`src/rtl/bus_pkg.sv`:
```
// Shared types and helpers for the CPU-to-APB bridge: FSM states, access sizes,
// and the byte-lane strobe / alignment rules used by the bridge request path.
package bus_pkg;

  typedef enum logic [2:0] {IDLE, SETUP, ACCESS, RESP, ERR} bridge_state_t;

  typedef enum logic [1:0] {
    SZ_BYTE = 2'b00,
    SZ_HALF = 2'b01,
    SZ_WORD = 2'b10
  } bus_size_t;

  localparam int MAX_SLAVES = 8;

  function automatic logic [3:0] calc_strb(input logic [1:0] size, input logic [1:0] addr_lo);
    case (size)
      SZ_BYTE: return 4'b0001 << addr_lo;
      SZ_HALF: return 4'b0011 << {addr_lo[1], 1'b0};
      SZ_WORD: return 4'hF;
      default: return 4'h0;
    endcase
  endfunction

  // Size 2'b11 is never aligned, which routes it to the error path.
  function automatic logic addr_aligned(input logic [1:0] size, input logic [1:0] addr_lo);
    case (size)
      SZ_BYTE: return 1'b1;
      SZ_HALF: return ~addr_lo[0];
      SZ_WORD: return (addr_lo == 2'b00);
      default: return 1'b0;
    endcase
  endfunction

endpackage

```
`src/rtl/apb_addr_decoder.sv`:
```
// Combinational address decoder: compares the upper address bits against each
// slave base and returns a one-hot hit vector (lowest index wins) plus a hit flag.
module apb_addr_decoder
  import bus_pkg::*;
#(
  parameter int                      NUM_SLAVES = 4,
  parameter logic [32*NUM_SLAVES-1:0] SLAVE_BASE = {32'h1000_3000, 32'h1000_2000,
                                                    32'h1000_1000, 32'h1000_0000},
  parameter int                      SLAVE_AW   = 12
) (
  input  logic [31:SLAVE_AW]     addr_i,
  output logic [NUM_SLAVES-1:0]  hit_vec_o,
  output logic                   hit_o
);

  // Scan from the top so the lowest matching index overwrites any higher one.
  always_comb begin
    hit_vec_o = '0;
    for (int i = NUM_SLAVES - 1; i >= 0; i--) begin
      if (addr_i == SLAVE_BASE[32*i+SLAVE_AW +: 32-SLAVE_AW]) begin
        hit_vec_o = NUM_SLAVES'(1) << i;
      end
    end
  end

  assign hit_o = |hit_vec_o;

endmodule

```
`src/rtl/apb_bus_bridge.sv`:
```
// CPU data bus to APB bridge: decodes the request, runs SETUP/ACCESS with wait
// states and timeout, and returns a registered one-cycle busReady with error flag.
module apb_bus_bridge
  import bus_pkg::*;
#(
  parameter int                      NUM_SLAVES = 4,
  parameter logic [32*NUM_SLAVES-1:0] SLAVE_BASE = {32'h1000_3000, 32'h1000_2000,
                                                    32'h1000_1000, 32'h1000_0000},
  parameter int                      SLAVE_AW   = 12,
  parameter int                      TIMEOUT    = 16
) (
  input  logic                       clk,
  input  logic                       reset,
  input  logic                       busReq,
  input  logic                       busWe,
  input  logic [1:0]                 busSize,
  input  logic [31:0]                busAddr,
  input  logic [31:0]                busWData,
  output logic [31:0]                busRData,
  output logic                       busReady,
  output logic                       busErr,
  output logic [31:0]                PADDR,
  output logic [31:0]                PWDATA,
  output logic                       PWRITE,
  output logic [3:0]                 PSTRB,
  output logic [NUM_SLAVES-1:0]      PSEL,
  output logic                       PENABLE,
  input  logic [32*NUM_SLAVES-1:0]   PRDATA,
  input  logic [NUM_SLAVES-1:0]      PREADY,
  input  logic [NUM_SLAVES-1:0]      PSLVERR
);

  localparam int CNT_W = (TIMEOUT > 2) ? $clog2(TIMEOUT) : 1;

  bridge_state_t         state_q;
  logic [CNT_W-1:0]      cnt_q;
  logic [31:0]           busrdata_q, paddr_q, pwdata_q;
  logic                  busready_q, buserr_q, pwrite_q, penable_q;
  logic [3:0]            pstrb_q;
  logic [NUM_SLAVES-1:0] psel_q;

  logic [NUM_SLAVES-1:0] hit_vec;
  logic                  hit;
  logic                  req_ok_d;
  logic [3:0]            pstrb_d;
  logic [31:0]           sel_rdata;
  logic                  sel_ready, sel_err;

  apb_addr_decoder #(
    .NUM_SLAVES (NUM_SLAVES),
    .SLAVE_BASE (SLAVE_BASE),
    .SLAVE_AW   (SLAVE_AW)
  ) u_dec (
    .addr_i    (busAddr[31:SLAVE_AW]),
    .hit_vec_o (hit_vec),
    .hit_o     (hit)
  );

  // Request qualification and the selected slave's response, muxed by the latched one-hot select.
  always_comb begin
    req_ok_d  = hit && addr_aligned(busSize, busAddr[1:0]);
    pstrb_d   = busWe ? calc_strb(busSize, busAddr[1:0]) : 4'h0;
    sel_rdata = '0;
    sel_ready = 1'b0;
    sel_err   = 1'b0;
    for (int i = 0; i < NUM_SLAVES; i++) begin
      if (psel_q[i]) begin
        sel_rdata = sel_rdata | PRDATA[32*i +: 32];
        sel_ready = sel_ready | PREADY[i];
        sel_err   = sel_err | PSLVERR[i];
      end
    end
  end

  always_ff @(posedge clk) begin
    if (reset) begin
      state_q    <= IDLE;
      cnt_q      <= '0;
      busrdata_q <= '0;
      busready_q <= 1'b0;
      buserr_q   <= 1'b0;
      paddr_q    <= '0;
      pwdata_q   <= '0;
      pwrite_q   <= 1'b0;
      pstrb_q    <= 4'h0;
      psel_q     <= '0;
      penable_q  <= 1'b0;
    end else begin
      case (state_q)
        IDLE: begin
          if (busReq && !busready_q) begin
            paddr_q  <= busAddr;
            pwdata_q <= busWData;
            pwrite_q <= busWe;
            pstrb_q  <= pstrb_d;
            if (req_ok_d) begin
              psel_q    <= hit_vec;
              penable_q <= 1'b0;
              state_q   <= SETUP;
            end else begin
              busready_q <= 1'b1;
              buserr_q   <= 1'b1;
              busrdata_q <= '0;
              state_q    <= ERR;
            end
          end
        end
        SETUP: begin
          penable_q <= 1'b1;
          cnt_q     <= '0;
          state_q   <= ACCESS;
        end
        ACCESS: begin
          // A ready slave wins over a timeout landing in the same cycle.
          if (sel_ready) begin
            busrdata_q <= pwrite_q ? 32'h0 : sel_rdata;
            buserr_q   <= sel_err;
            busready_q <= 1'b1;
            psel_q     <= '0;
            penable_q  <= 1'b0;
            state_q    <= RESP;
          end else if (cnt_q == CNT_W'(TIMEOUT - 1)) begin
            busrdata_q <= '0;
            buserr_q   <= 1'b1;
            busready_q <= 1'b1;
            psel_q     <= '0;
            penable_q  <= 1'b0;
            state_q    <= RESP;
          end else begin
            cnt_q <= cnt_q + 1'b1;
          end
        end
        RESP, ERR: begin
          busready_q <= 1'b0;
          state_q    <= IDLE;
        end
        default: state_q <= IDLE;
      endcase
    end
  end

  assign busRData = busrdata_q;
  assign busReady = busready_q;
  assign busErr   = buserr_q;
  assign PADDR    = paddr_q;
  assign PWDATA   = pwdata_q;
  assign PWRITE   = pwrite_q;
  assign PSTRB    = pstrb_q;
  assign PSEL     = psel_q;
  assign PENABLE  = penable_q;

endmodule

```
`config.mk`:
```
export PLATFORM = sky130hd
export DESIGN_NAME = apb_bus_bridge
export DESIGN_NICKNAME = d
export VERILOG_FILES = /design/src/rtl/bus_pkg.sv /design/src/rtl/apb_addr_decoder.sv /design/src/rtl/apb_bus_bridge.sv
export SDC_FILE = /design/constraint.sdc
export NUM_CORES = 1
export LEC_CHECK = 0
export ABC_AREA = 1
export CORE_AREA = 5 5 119 121
export DETAILED_ROUTE_END_ITERATION = 10
export DIE_AREA = 0 0 124 126
export DONT_BUFFER_PORTS = 1
export SYNTH_ARGS = -nofsm -noshare
export SYNTH_HDL_FRONTEND = slang
export SYNTH_SLANG_ARGS = --single-unit
```
`constraint.sdc`:
```
create_clock -name clk -period 1.7 [get_ports clk]
set_input_delay 0.34 -clock clk [delete_from_list [all_inputs] [get_ports clk]]
set_output_delay 0.34 -clock clk [all_outputs]
set_load 0.03 [all_outputs]
```
Yosys cells after proc, flatten, opt, wreduce, memory -nomap -nowiden --
Cells that the tools add are included. W data, S select, Z words.
Cells by class: add/subtract/negate cells 1, equal/unequal tests 17, shift operators 2, mux-type cells 50, bitwise logic cells 10, reduce and logical (&&, ||, !) cells 19
Operator list (number):
- $mux W32 | 9
- $or A32 B32 Y32 | 3
- $eq A20 B17 Y1 const B | 4
- $pmux W32 S2 | 1
- $mux W4 | 11
- $mux W1 | 17
- $pmux W4 S2 | 2
- $reduce_and A4 Y1 | 4
- $mux W3 | 4
- $pmux W4 S3 | 1
- $ne A2 B2 Y1 const B | 5
- $pmux W1 S3 | 3
- $pmux W3 S3 | 1
- $eq A3 B2 Y1 const B | 2
- $or A1 B1 Y1 | 6
- $reduce_bool A3 Y1 | 2
- $add A4 B1 Y4 const B | 1
- $eq A4 B4 Y1 const B | 1
- $logic_not A2 Y1 | 2
- $reduce_and A2 Y1 | 2
- $reduce_bool A2 Y1 | 2
- $reduce_or A4 Y1 | 1
- $shl A1 B2 Y4 const A | 1
- $shl A2 B2 Y4 const A | 1
- 12 further kinds | 13
Word-level totals: flip-flop bits (word level) 115, bits of input ports 206, output and inout port bits 108

Longest topological paths before layout --
depth after elaboration 10, depth in mapped cells 12

Cells and area by module --
From an unflattened synthesis, not the netlist that was laid out.
Second synthesis, totals: cells, all modules 844, area, all modules 5572.8 µm²
By module, submodules not included:
- apb_bus_bridge | times used 1, cells each 814, area an instance 5437.7 µm²
- apb_addr_decoder | times used 1, cells each 30, area an instance 135.1 µm²

Least setup slack after synthesis --
OpenSTA, ideal clock, no wires.
path type reg-to-reg, from register psel_q[2], in the netlist PSEL[2], to register busrdata_q[23], in the netlist busRData[23], data arrival time 1.554 ns, setup slack 0.016 ns, stages on the path, launching flop included 10, buffers on the path 2, clock period less this slack 1.684 ns, cell sequence dfxtp_1 buf_2 nand2_1 nand4_1 inv_1 a21oi_4 nand3_4 buf_6 nand2_1 a21oi_2
On the way: cells in the longest elaborated chain, start to end 6
Ends and longest elaborated chain:
- start: declaration | line apb_bus_bridge.sv:40 | logic [NUM_SLAVES-1:0] psel_q;
- start signal: assignment | line apb_bus_bridge.sv:97 | psel_q <= hit_vec;
- $mux W32 | line apb_bus_bridge.sv:67 | if (psel_q[i]) begin
- $or A32 B32 Y32 | line apb_bus_bridge.sv:68 | sel_rdata = sel_rdata | PRDATA[32*i +: 32];
- $mux W32 | line apb_bus_bridge.sv:67
- $mux W32 | line apb_bus_bridge.sv:116 | busrdata_q <= pwrite_q ? 32'h0 : sel_rdata;
- $mux W32 | line apb_bus_bridge.sv:115 | if (sel_ready) begin
- $pmux W32 S2 | line apb_bus_bridge.sv:89 | case (state_q)
- end signal: assignment | line apb_bus_bridge.sv:116
- end: declaration | line apb_bus_bridge.sv:37 | logic [31:0] busrdata_q, paddr_q, pwdata_q;
Several ways; a longest one is shown, not always the timed one. A chain may end at the register's enable or synchronous reset.

Worst setup path in the final report --
from register cnt_q[0], to register busrdata_q[12], in the netlist busRData[12]
On the way: cells in the longest elaborated chain, start to end 3
Ends and longest elaborated chain:
- start: declaration | line apb_bus_bridge.sv:36 | logic [CNT_W-1:0] cnt_q;
- start signal: assignment | line apb_bus_bridge.sv:130 | cnt_q <= cnt_q + 1'b1;
- $eq A4 B4 Y1 | line apb_bus_bridge.sv:122 | end else if (cnt_q == CNT_W'(TIMEOUT - 1)) begin
- $ne A3 B3 Y1 (no source line)
- $reduce_and A4 Y1 (no source line)
No other way between the ends.

==> results.toml <==
[clock_tree]
cts_made_buffers = 17
clockBufferDepth = 2
htreeDepth = 4
path_clk_slew_ps = 60
cts_sinks = 115
clockRootBuffer = "clkbuf_16"
worstSkewPairLatency_ps = 410
cts_tree = "built"

[drt]
drt-initial-drc-count = 410
drcViolationCount = 0
firstDrtPassIters = 6
viasPerCell = 5.28
wire_per_inst_um = 18.2
wirelength_mm = 17.3
vias = 5012
ant_nets = 0

[power_and_ir_drop]
swShare = 0.278
peakVddDrop_mv = 0.725
p_comb_frac = 0.093
p_per_area_nw_per_um2 = 1300
p_seq_frac = 0.426
power_frac_clock = 0.481
power.switching_w = 0.00225
p_leak_nw = 2.41
p_int_w = 0.00583

[worst_setup_path]
crit_path_start_kind = "flop"
cp.arrival_ps = 1940
critPathMaxFanout = 8
worstSetupPathType = "reg2reg"
required_ps = 1990
crit_path_end_kind = "flop"

[placed_design]
gp_congestion = 0.892
dpl_cell_area_um2 = 5340
dp_hpwl_mm = 12.5
placed_cells = 907
preCtsSetupSlack_ps = -67.7
numPortBuffers = 0

[synth]
synth-seq-area-share = 0.448
synth_seq_cells = 115
synthesis.area_um2 = 5140
syn-num-nets = 966
syn_inst = 759
yosysWarnings = 0
avgSynthCellArea_um2 = 6.78
synth.distinct_cells = 27

[sta]
period_share = 0.975
fin_ws_ps = 42.0
slew_headroom = 0.669
tightestPinTransition_ps = 495
rsz0062_at_grt = "true"
tns_ps = 0
slew_viol_final = 0
holdWs_ps = 85.6
clock_skew_ps = 6.29
setup_violations = 0
timing.fmax_ghz = 0.603
hold_viol_final = 0
finalCriticalPeriod_ps = 1660

[cells_and_area]
final_cells = 949
layout-drive-gt1-share = 0.113
area_growth_syn_to_layout_pct = 20.5
finalInstanceArea_um2 = 6200
nets = 968
diodes = 0

[min_path]
hold_class = "in2reg"

[run]
drv_cap = 0

[outcome]
status = "finished clean"

[grt]
grt_pass1_vias = 4994
grt_pass1_wl_mm = 26.1
overflow = 0
grt_max_degree = 70
grt.total_usage = 0.214
antenna_found_initial = 0

[floorplanning]
coreArea_um2 = 13000
start_util = 0.396
dieArea_um2 = 15600
rows = 42
die_width_um = 124
ioPinCount = 314
chipHeight_um = 126
## flip-flops by register name (all words and copies together), names as in the netlist
name / cells
cnt_q: 4
PSTRB: 4
busErr: 1
PWDATA: 32
PWRITE: 1
PADDR: 32
busReady: 1
PSEL: 4
busRData: 32
PENABLE: 1
state_q: 3
## layout make-up
| class | instances | area [µm²] |
|---|---|---|
| timing repair buffer | 30 | 345 |
| multi-input combinational | 569 | 2570 |
| fill | 1279 | 6780 |
| inverter | 28 | 105 |
| clock buffer | 18 | 439 |
| sequential | 115 | 2300 |
| tap | 176 | 220 |
| clock inverter | 13 | 208 |
## through the flow
step / power, W / util
6_report: 0.00808 / 0.477
5_1_grt: 0.00840 / 0.477
4_1_cts: 0.00806 / 0.466
3_5_place_dp: 0.00410 / 0.411
3_3_place_gp: 0.00406 / 0.411
2_1_floorplan: 0.00395 / -
## critical path: stages (launching register included)
cell	delay, ps
dfxtp_2	360
ha_4	140
inv_2	50
nor3_4	140
nor2_2	70
a21oi_4	210
buf_6	140
nand3_4	110
clkbuf_16	210
nand2_1	60
a21oi_1	60
## routing by layer
layer | GRT usage | vias up | share of wire
met4 | 0.0767 | 0 | 0.023
met3 | 0.0776 | 30 | 0.085
met1 | 0.233 | 2324 | 0.37
li1 | - | 2455 | -
met2 | 0.379 | 203 | 0.52
met5 | 0 | - | 0
## what timing repair did
item	in CTS	in global routing
pin swaps	1	2
resized for setup	1	13
cloned	1	2
buffers inserted	1	5
endpoints found under the hold margin	42	0
setup endpoints to repair	34	43
hold buffers	2	0
## path summary, 6_finish.rpt
check                              end  slack, ps             startpoint  cells past startpoint
min reg2reg      cnt_q[1]$_SDFFE_PP0P_        500  cnt_q[1]$_SDFFE_PP0P_                      2
min              PADDR[0]$_SDFFE_PP0P_         90             busAddr[0]                      2
max reg2reg  busRData[12]$_SDFFE_PP0P_         40  cnt_q[0]$_SDFFE_PP0P_                     10
max          busRData[12]$_SDFFE_PP0P_         40  cnt_q[0]$_SDFFE_PP0P_                     10
## Yosys cell counts, drive strengths merged
cell type  count  area (µm²)
ha             1        12.5
o221ai         2        17.5
o211a          1        10.0
nand4         33         206
clkbuf        33         124
a21oi         53         292
buf           15        93.8
nor2         148         568
a221oi         1        8.76
nand3         14         105
o21ai         70         350
nor3           5        35.0
nand2        237         890
o21bai         1        7.51
nor3b          1        7.51
a22o           1        8.76
inv           28         105
dfxtp        115        2300
## kinds of logic after synthesis
group,after synthesis,synth area share
and+or+nand+nor,438,0.352
AOI/OAI and AO/OA,129,0.135
DFF,115,0.448
buffers and inverters,76,0.0628
adders and majority gates,1,0.00243
## layout by cell type (no fill, tap or decap), types with 4 or more instances in the layout
cell         n
a21oi_1     46
a21oi_2      6
buf_12       6
buf_4       19
bufinv_16    5
clkbuf_16   19
dfxtp_1    113
inv_1       24
inv_2        4
nand2_1    235
nand3_1     10
nand4_1     33
nor2_1     144
o21ai_0     70
## power groups by stage
stage	sequential, W	clock (W)	combinational (W)
floorplan	0.00346	0	0.000490
global placement	0.00350	0	0.000565
detailed placement	0.00351	0	0.000591
CTS	0.00345	0.00395	0.000658
global route	0.00346	0.00409	0.000850
finish	0.00344	0.00389	0.000752
Power figures use the tool's default switching activity.
